==> config.mk <==
export PLATFORM = sky130hd
export DESIGN_NAME = word_byte_serializer
export DESIGN_NICKNAME = d
export VERILOG_FILES = /design/src/rtl/word_byte_serializer.sv
export SDC_FILE = /design/constraint.sdc
export NUM_CORES = 1
export LEC_CHECK = 0
export ABC_AREA = 1
export ABC_CLOCK_PERIOD_IN_PS = 4500
export CAP_MARGIN = 10
export CORE_MARGIN = 5
export CORE_UTILIZATION = 25
export CTS_BUF_LIST = sky130_fd_sc_hd__clkbuf_16
export DETAILED_ROUTE_END_ITERATION = 10
export PLACE_DENSITY = 0.46
export SETUP_SLACK_MARGIN = 0.2
export SLEW_MARGIN = 20
export SYNTH_ARGS = -nofsm -noshare
export SYNTH_HDL_FRONTEND = slang
export SYNTH_SLANG_ARGS = --single-unit
==> constraint.sdc <==
create_clock -name clk -period 4.5 [get_ports clk]
set_clock_uncertainty 0.1 [all_clocks]
set_input_delay 0.675 -clock clk [delete_from_list [all_inputs] [get_ports clk]]
set_output_delay 0.675 -clock clk [all_outputs]
set_load 0.05 [all_outputs]
==> src/rtl/word_byte_serializer.sv <==
// word_byte_serializer: accepts a WORD_BYTES-wide word plus a byte count and
// emits that many bytes, one per accepted cycle, on a byte-wide valid/ready
// stream. Byte order is fixed at build time by MSB_FIRST.
// Latency: a word accepted at edge N presents its first byte after edge N;
// an n-byte word occupies exactly n cycles when out_ready stays high.
// Backpressure: out_ready low freezes all state and holds out_byte/out_last.
// in_ready is combinational from out_ready, so a new word can load in the
// last-byte cycle with no bubble (out_ready -> in_ready is a comb path).
//
// Ports:
//   clk, reset            clock, async active-high reset
//   flush                 synchronous abort of the word in progress
//   in_word/in_nbytes     word and byte count (0 or >WORD_BYTES => WORD_BYTES)
//   in_valid/in_ready     input word handshake
//   out_byte/out_last     current byte and end-of-word marker
//   out_valid/out_ready   output byte handshake
//   busy                  a word is held (SEND state)
module word_byte_serializer #(
  parameter int WORD_BYTES = 8,
  parameter bit MSB_FIRST  = 1'b0,
  parameter int LW         = $clog2(WORD_BYTES) + 1
) (
  input  logic                    clk,
  input  logic                    reset,
  input  logic                    flush,
  input  logic [WORD_BYTES*8-1:0] in_word,
  input  logic [LW-1:0]           in_nbytes,
  input  logic                    in_valid,
  output logic                    in_ready,
  output logic [7:0]              out_byte,
  output logic                    out_valid,
  input  logic                    out_ready,
  output logic                    out_last,
  output logic                    busy
);

  localparam int SW = $clog2(WORD_BYTES);
  localparam logic [LW-1:0] WB  = LW'(WORD_BYTES);
  localparam logic [LW-1:0] ONE = LW'(1);

  // Two-bit state register; any encoding other than ST_SEND behaves as idle.
  localparam logic [1:0] ST_IDLE = 2'd0;
  localparam logic [1:0] ST_SEND = 2'd1;

  logic [1:0]                  state;
  logic [WORD_BYTES-1:0][7:0]  held;
  logic [LW-1:0]               n;
  logic [LW-1:0]               idx;
  logic [LW-1:0]               n_in;
  logic [SW-1:0]               sel;
  logic                        send;
  logic                        word_xfer;

  assign send = (state == ST_SEND);

  // Out-of-range counts mean "whole word".
  assign n_in = ((in_nbytes == '0) || (in_nbytes > WB)) ? WB : in_nbytes;

  // MSB-first walks down from the highest selected byte, so a short word
  // sends its low n bytes only and never exposes the upper ones.
  assign sel = SW'(MSB_FIRST ? (n - ONE - idx) : idx);

  assign out_valid = send;
  assign busy      = send;
  assign out_last  = send && (idx == (n - ONE));
  assign out_byte  = send ? held[sel] : 8'h00;

  assign in_ready  = !reset && !flush &&
                     (!send || (out_ready && out_last));
  assign word_xfer = in_valid && in_ready;

  always_ff @(posedge clk or posedge reset) begin
    if (reset) begin
      state <= ST_IDLE;
      held  <= '0;
      n     <= '0;
      idx   <= '0;
    end else if (flush) begin
      // A byte handshake in this cycle is consumed downstream but not
      // tracked here; the word is simply abandoned.
      state <= ST_IDLE;
      idx   <= '0;
    end else if (word_xfer) begin
      // Covers both the idle load and the back-to-back load on the last byte.
      held  <= in_word;
      n     <= n_in;
      idx   <= '0;
      state <= ST_SEND;
    end else if (send) begin
      if (out_ready) begin
        if (out_last) state <= ST_IDLE;  // held word is kept, not cleared
        else          idx   <= idx + ONE;
      end
    end else begin
      state <= ST_IDLE;  // normalise any stray encoding
    end
  end

endmodule
## Word-level counts from Yosys, hierarchy flattened

Index checks and enable logic that the tools add are counted.
W data, S select, Z words.

| word-level totals | value |
|---|---|
| word-level logic and storage cells | 51 |
| input port bits | 73 |
| bits in registers | 74 |
| output and inout bits | 12 |

| cells by class | value |
|---|---|
| reductions and logical operators | 16 |
| equality and inequality tests | 5 |
| $add $sub $neg | 2 |
| order comparisons | 2 |
| bitwise operators | 1 |
| multiplexer cells | 14 |

Operators with widths:

| cell | count |
|---|---|
| $bmux W8 S3 | 1 |
| $mux W4 | 6 |
| $mux W8 | 2 |
| $mux W2 | 5 |
| $ne A4 B3 Y1 const B | 2 |
| $reduce_bool A3 Y1 | 2 |
| $logic_and A1 B1 Y1 | 5 |
| $add A4 B1 Y4 const B | 1 |
| $eq A4 B4 Y1 | 1 |
| $gt A4 B4 Y1 const B | 1 |
| $logic_not A4 Y1 | 1 |
| $lt A3 B4 Y1 const B | 1 |
| $reduce_and A2 Y1 | 2 |
| $sub A4 B1 Y4 const B | 1 |
| $logic_not A1 Y1 | 3 |
| $ne A3 B2 Y1 const B | 1 |
| $reduce_and A3 Y1 | 1 |
| $eq A2 B1 Y1 const B | 1 |
| $logic_or A1 B1 Y1 | 2 |
| $not A1 Y1 | 1 |

## Depth between registers and ports, before layout

Gate-level depths: netlist of the first run.

| depth | value |
|---|---|
| word-level depth | 9 |
| gate-level depth with buffers | 15 |
| depth with buffers taken out | 13 |

## Worst setup path before layout of the first run

No wires, ideal clock.

| timing | value |
|---|---|
| path type | register to output |
| from | reg idx[0] |
| to | out out_byte[0] |
| data required time | 3,725 ps |
| data arrival time | 1,906 ps |
| path slack | 1,819 ps |
| buffers on the path | 2 |
| stages on the path, launching flop included | 8 |
| cells stage by stage | dfrtp_1 -> buf_6 -> inv_1 -> buf_1 -> nor2_1 -> o32ai_1 -> o21ai_0 -> nor2_1 |

| between the ends | value |
|---|---|
| longest elaborated chain between the ends | 3 |

Ends and longest elaborated chain:

| item | RTL line | RTL |
|---|---|---|
| from (decl) | 48 | `logic [LW-1:0] idx;` |
| from (signal assigned) | 92 | `else idx <= idx + ONE;` |
| $bmux W8 S3 | 66 | `assign out_byte = send ? held[sel] : 8'h00;` |
| $mux W8 (not written as such) | 66 |  |
| $mux W8 | 66 |  |
| to (decl) | 30 | `output logic [7:0] out_byte,` |

Every way passes these cells. The select of a mux whose other input is x is not followed.

## Worst setup path after layout of the first run

| timing | value |
|---|---|
| from | reg idx[1] |
| to | out out_byte[3] |

Same word-level chain as after synthesis.

==> flow_summary.json, run 1 <==
{
  "status": "complete, no violations",
  "dr_total_vias": 3255,
  "yosysSeqAreaShare_pct": 48.4,
  "yosysMostFrequentCell": "nand2_1",
  "routedWlPerCell_um": 13.8,
  "max-slew-margin-rel_pct": 30.7,
  "cts.sinks": 73,
  "synthDistinctLibCells": 24,
  "synthArstFlopShare_pct": 100,
  "cts_resized": 0,
  "final_layout_size_suffix_gt1_share_pct": 12.1,
  "start_kind": "flop",
  "die_h_um": 133,
  "htreeDepth": 3,
  "path_max_fanout": 37,
  "holdCritPathClass": "reg -> reg",
  "finalSetupTns_ns": 0,
  "nets": 626,
  "clk_latency_ns": 0.33,
  "hold_viol": 0,
  "cts_buffer_depth": 2,
  "grt_first_pass_wirelength_um": 17300,
  "max_freq_mhz": 269,
  "antenna_cells": 0,
  "antenna_found_initial": 0,
  "crit_buf_inv": 1,
  "powerDensity_nw_per_um2": 400,
  "cts_buffers": 9,
  "cpPeakStageDelay_ns": 1.02,
  "clk_pin_slew_worst_paths_ns": 0.06,
  "synth.top_cells.by_count": "nand2_1 (181), dfrtp_1 (73), nor2_1 (73)",
  "finalSetupViolCount": 0,
  "crit_type": "reg -> out",
  "grt_max_degree": 75,
  "viasPerCell": 4.38,
  "core_area_um2": 15000,
  "cts-root-buf": "clkbuf_16",
  "synth.area.top_cells": "dfrtp_1 (48%), nand2_1 (18%), nor2_1 (7.3%)",
  "netlist_area_um2": 3780,
  "cp_slowest_cell": "dfrtp_1",
  "critical_path_arrival_ns": 2.95,
  "yosys_warnings": 0,
  "cts_tree": "built",
  "power.share.combinational_pct": 18.4,
  "switching_power_uw": 554,
  "synthCells": 478,
  "synth_seq_cells": 73,
  "synth_edf_count": 0,
  "grt_overflow": 0,
  "required_ns": 3.72,
  "crit_chain": "o21ai_0, o32ai_1, o21ai_0, nor2_1, clkdlybuf4s50_1",
  "syn2layout_area_growth_pct": 31.7,
  "tightest_slew_ns": 1.04,
  "gp_congestion": 0.797,
  "ir_worst_vdd_mv": 0.189,
  "cts_hold_buffers": 0,
  "rows": 45,
  "path_common_cell": "o21ai_0",
  "post-cts-setup-buffers": 0,
  "endpoint_kind": "primary output",
  "timing.critical_path.max_delay_family": "flip-flops",
  "post-place-ws_ns": 1.14,
  "die_w_um": 133,
  "port_buffers": 84,
  "min_period_over_period_pct": 82.7,
  "clkPwrFrac_pct": 38.4,
  "track_usage_pct": 12.1,
  "syn_area_per_cell_um2": 7.90,
  "synth_top_area_share_pct": 48.4,
  "die_area_um2": 17700,
  "ys.flop_type": "dfrtp_1",
  "drc": 0,
  "grt_pass1_vias": 3532,
  "rsz0062_at_grt": "false",
  "syn_nets": 553,
  "num-fill-cells": 1601,
  "drv_cap": 0,
  "final.setup.worst_slack_ns": 0.780,
  "start_util_pct": 25.1,
  "ios": 85,
  "intPower_uw": 1430,
  "drt_iter0_markers": 190,
  "firstDrtPassIters": 4,
  "drt_wl_total_um": 10300,
  "dp_hpwl_um": 7400,
  "seq_power_share_pct": 43.1,
  "layout_min_cycle_time_ns": 3.72,
  "hold_ws_ns": 0.377,
  "ant_nets": 0,
  "yosysTopAreaCell": "dfrtp_1",
  "leakagePower_uw": 0.00238,
  "swShare_pct": 27.9,
  "drv_slew": 0
}
==> worst min-delay path: stages (launching register included) <==
cell	delay, ns
dfrtp_1	0.34
nand2_1	0.05
nand2_1	0.06
==> cell usage in the layout, fill, tap and decap left out <==
cell type	Yosys	routed
bufinv_16	0	2
clkinv_1	0	2
nand3_2	1	1
buf_4	3	7
inv_6	0	2
nand4_1	2	2
nand2_1	181	181
nand3_1	8	8
inv_4	0	1
xor2_1	2	2
o21ai_0	29	29
xnor2_1	2	2
inv_1	13	12
ha_1	2	2
a21oi_1	2	2
clkinvlp_4	0	1
o31a_1	1	1
clkbuf_16	0	9
nor2_1	73	73
clkdlybuf4s50_1	0	84
nand2_2	41	41
dfrtp_1	73	73
nor2_2	1	1
inv_2	2	2
o32ai_1	16	16
==> cells by family after synthesis <==
| family | after synthesis | share of synthesized area, % |
|---|---|---|
| xor gates and xnor gates | 4 | 0.928 |
| adders and majority gates | 2 | 0.662 |
| and+or+nand+nor | 307 | 33.9 |
| DFF | 73 | 48.4 |
| buffers and inverters | 44 | 8.15 |
| AOI/OAI and AO/OA | 48 | 8.05 |
==> path summary, 6_finish.rpt <==
check                                     startpoint                    to  slack, ns  depth (start not counted)
worst max-delay path              idx[1]$_DFFE_PP0P_           out_byte[3]       0.78                          5
worst max register to register    idx[1]$_DFFE_PP0P_  held[37]$_DFFE_PP0P_       1.54                         11
min in group asynchronous                      reset      n[1]$_DFFE_PP0P_       0.74                          2
worst min register to register  held[51]$_DFFE_PP0P_  held[51]$_DFFE_PP0P_       0.38                          2
max in group asynchronous                      reset  held[50]$_DFFE_PP0P_       2.82                          3
worst min-delay path            held[51]$_DFFE_PP0P_  held[51]$_DFFE_PP0P_       0.38                          2
==> metrics by stage <==
step | cells | area [um^2] | utilization, % | total power, uW
6_report | 744 | 4970 | 33.1 | 1990
5_1_grt | 744 | 4970 | 33.1 | 2110
3_3_place_gp | 728 | 4650 | 31.0 | 1240
3_5_place_dp | 728 | 4660 | 31.0 | 1240
4_1_cts | 744 | 4970 | 33.1 | 2020
2_1_floorplan | 478 | 3780 | - | 1090
==> power by group through the flow <==
stage / registers [uW] / logic (uW) / clock network [uW]
floorplan: 839 / 255 / 0
global placement: 870 / 368 / 0
detailed placement: 870 / 371 / 0
CTS: 861 / 373 / 781
global route: 875 / 422 / 813
finish: 858 / 366 / 764
==> flip-flops by register name, indices dropped and copies added, names as in the netlist <==
register and flops:
n 4, idx 4, held 64, state 1
==> layout make-up <==
class	instances	area, um^2	area share [%]
inverter	15	58.8	1.18
tap	188	235	4.73
multi-input combinational	361	1640	33.0
clock buffer	9	225	4.53
timing repair buffer	91	893	18.0
sequential	73	1830	36.7
clock inverter	7	92.6	1.86
==> layer usage <==
| layer | vias to the layer above | global-route usage, % | part of all wire, % |
|---|---|---|---|
| li1 | 1644 | - | - |
| met1 | 1529 | 16.1 | 49 |
| met2 | 73 | 20.0 | 46 |
| met3 | 9 | 2.59 | 3.6 |
| met4 | 0 | 2.94 | 0.99 |
| met5 | - | 0 | 0 |
(Power assumes the default switching activity.)
==> run 2: changes to the inputs <==
Settings changed: ABC_CLOCK_PERIOD_IN_PS 4500 to 3700.
Clock period 4.5 ns to 3.7 ns, I/O delays scaled along.
==> flow_summary.json, run 2 (synthesized netlist as in run 1, its figures left out) <==
{
  "hold_viol": 0,
  "port_buffers": 84,
  "final_cell_mix": "nand2_1 (181), clkdlybuf4s50_1 (76), nor2_1 (73), dfrtp_1 (73), nand2_2 (41)",
  "crit_cells": 12,
  "r2r_cells": 14,
  "cts_tree": "built",
  "cts_buffer_depth": 2,
  "max_freq_mhz": 312,
  "critical_path_arrival_ns": 2.55,
  "timing.critical_path.max_delay_family": "buffers and inverters",
  "num-fill-cells": 1605,
  "cts_buffers": 9,
  "die_w_um": 133,
  "status": "complete, no violations",
  "start_kind": "flop",
  "swShare_pct": 28.2,
  "cpPeakStageDelay_ns": 0.79,
  "final.setup.worst_slack_ns": 0.492,
  "final_util_pct": 33.3,
  "cts_resized": 0,
  "seq_power_share_pct": 42.7,
  "cts.sinks": 73,
  "crit_chain": "inv_1, ha_1, nand2_1, inv_1, nor2_1, nand2_1, nor2_2, nand3_1, nand2_2, nand2_1, inv_1, clkdlybuf4s50_1",
  "dp_hpwl_um": 7530,
  "drv_slew": 0,
  "drt_iter0_markers": 197,
  "power.share.combinational_pct": 18.9,
  "start_util_pct": 25.1,
  "max-slew-margin-rel_pct": 49.1,
  "tightest_slew_ns": 0.763,
  "dr_total_vias": 3223,
  "rows": 45,
  "crit_buf_inv": 4,
  "track_usage_pct": 12.4,
  "syn2layout_area_growth_pct": 32.3,
  "clk_pin_slew_worst_paths_ns": 0.06,
  "grt_first_pass_wirelength_um": 17700,
  "switching_power_uw": 686,
  "grt_max_degree": 75,
  "cts-root-buf": "clkbuf_16",
  "min_delay_path_depth": 2,
  "required_ns": 3.04,
  "powerDensity_nw_per_um2": 487,
  "drc": 0,
  "post-place-ws_ns": 0.844,
  "drv_cap": 0,
  "final_layout_size_suffix_gt1_share_pct": 13.8,
  "hold_ws_ns": 0.373,
  "clkPwrFrac_pct": 38.4,
  "gp_congestion": 0.752,
  "finalSetupViolCount": 0,
  "top_register": "held",
  "routedWlPerCell_um": 14.1,
  "final_common_cell": "nand2_1",
  "path_max_fanout": 4,
  "min_period_over_period_pct": 86.7,
  "ant_nets": 0,
  "antenna_found_initial": 0,
  "leakagePower_uw": 0.00241,
  "die_h_um": 133,
  "intPower_uw": 1750,
  "endpoint_kind": "primary output",
  "htreeDepth": 3,
  "crit_type": "reg -> out",
  "firstDrtPassIters": 4,
  "ir_worst_vdd_mv": 0.195,
  "layout_min_cycle_time_ns": 3.21,
  "rsz0062_at_grt": "false",
  "grt_pass1_vias": 3549,
  "grt_overflow": 0,
  "post-cts-setup-buffers": 0,
  "core_area_um2": 15000,
  "cts_hold_buffers": 0,
  "clk_latency_ns": 0.33,
  "antenna_cells": 0,
  "ios": 85,
  "largest_register_ff_count": 64,
  "cp_slowest_cell": "clkdlybuf4s50_1",
  "viasPerCell": 4.33,
  "die_area_um2": 17700,
  "drt_wl_total_um": 10500,
  "nets": 627,
  "reg_top3": "held x64, idx x4, n x4",
  "holdCritPathClass": "reg -> reg",
  "finalSetupTns_ns": 0
}
[run 2: cell types whose count changed in the layout (fill, tap and decap cells not counted)]
| cell | before | now |
|---|---|---|
| clkinv_1 | 2 | 1 |
| inv_2 | 2 | 3 |
| clkinv_4 | 0 | 1 |
| clkdlybuf4s50_1 | 84 | 76 |
| buf_12 | 0 | 3 |
| inv_6 | 2 | 1 |
| buf_4 | 7 | 13 |
| clkinv_2 | 0 | 1 |
| inv_4 | 1 | 0 |
[run 2: final cells by class]
class                      count  area (um^2)  share of cell area (%)
inverter                      15         56.3                    1.13
clock inverter                 7         93.8                    1.88
sequential                    73         1830                    36.5
tap                          188          235                    4.71
multi-input combinational    361         1640                    32.9
timing repair buffer          92          918                    18.4
clock buffer                   9          225                    4.51
[run 2: per-layer routing]
metal | share of wire [%] | GRT usage, %
met4 | 0.55 | 2.89
met3 | 4.2 | 2.89
met2 | 44 | 19.2
met1 | 51 | 17.5
met5 | 0 | 0
[run 2: power groups by stage]
stage                     sequential (uW)  clock, uW  combinational, uW
after floorplan                      1020          0                310
after global placement               1050          0                461
after detailed placement             1050          0                467
after CTS                            1040        960                470
after global routing                 1060       1000                531
final                                1040        933                460
[run 2: worst paths after layout]
path / slack, ns / to / from
min in group asynchronous: 0.62 / held[39]$_DFFE_PP0P_ / reset
max in group asynchronous: 2.19 / held[52]$_DFFE_PP0P_ / reset
worst min-delay path: 0.37 / held[49]$_DFFE_PP0P_ / held[49]$_DFFE_PP0P_
worst max-delay path: 0.49 / in_ready / n[0]$_DFFE_PP0P_
worst max register to register: 1.20 / held[7]$_DFFE_PP0P_ / n[0]$_DFFE_PP0P_
worst min register to register: 0.37 / held[49]$_DFFE_PP0P_ / held[49]$_DFFE_PP0P_
[run 2: stage by stage]
step	total power (uW)	instances	area, um^2
4_1_cts	2470	745	5000
3_5_place_dp	1520	729	4680
3_3_place_gp	1510	729	4680
5_1_grt	2590	745	5000
6_report	2430	745	5000
2_1_floorplan	1330	478	3780
[run 2: tightest hold or removal path: cells and delay by family (launching register included)]
kind          cells  cell delay (ns)
flops             1             0.34
simple gates      2             0.10
==> run 3: changes to the inputs <==
Settings changed: CAP_MARGIN 10 to 20.
==> results of run 3 <==
Same layout as run 2: the final DEF is identical, and so are final timing and power.
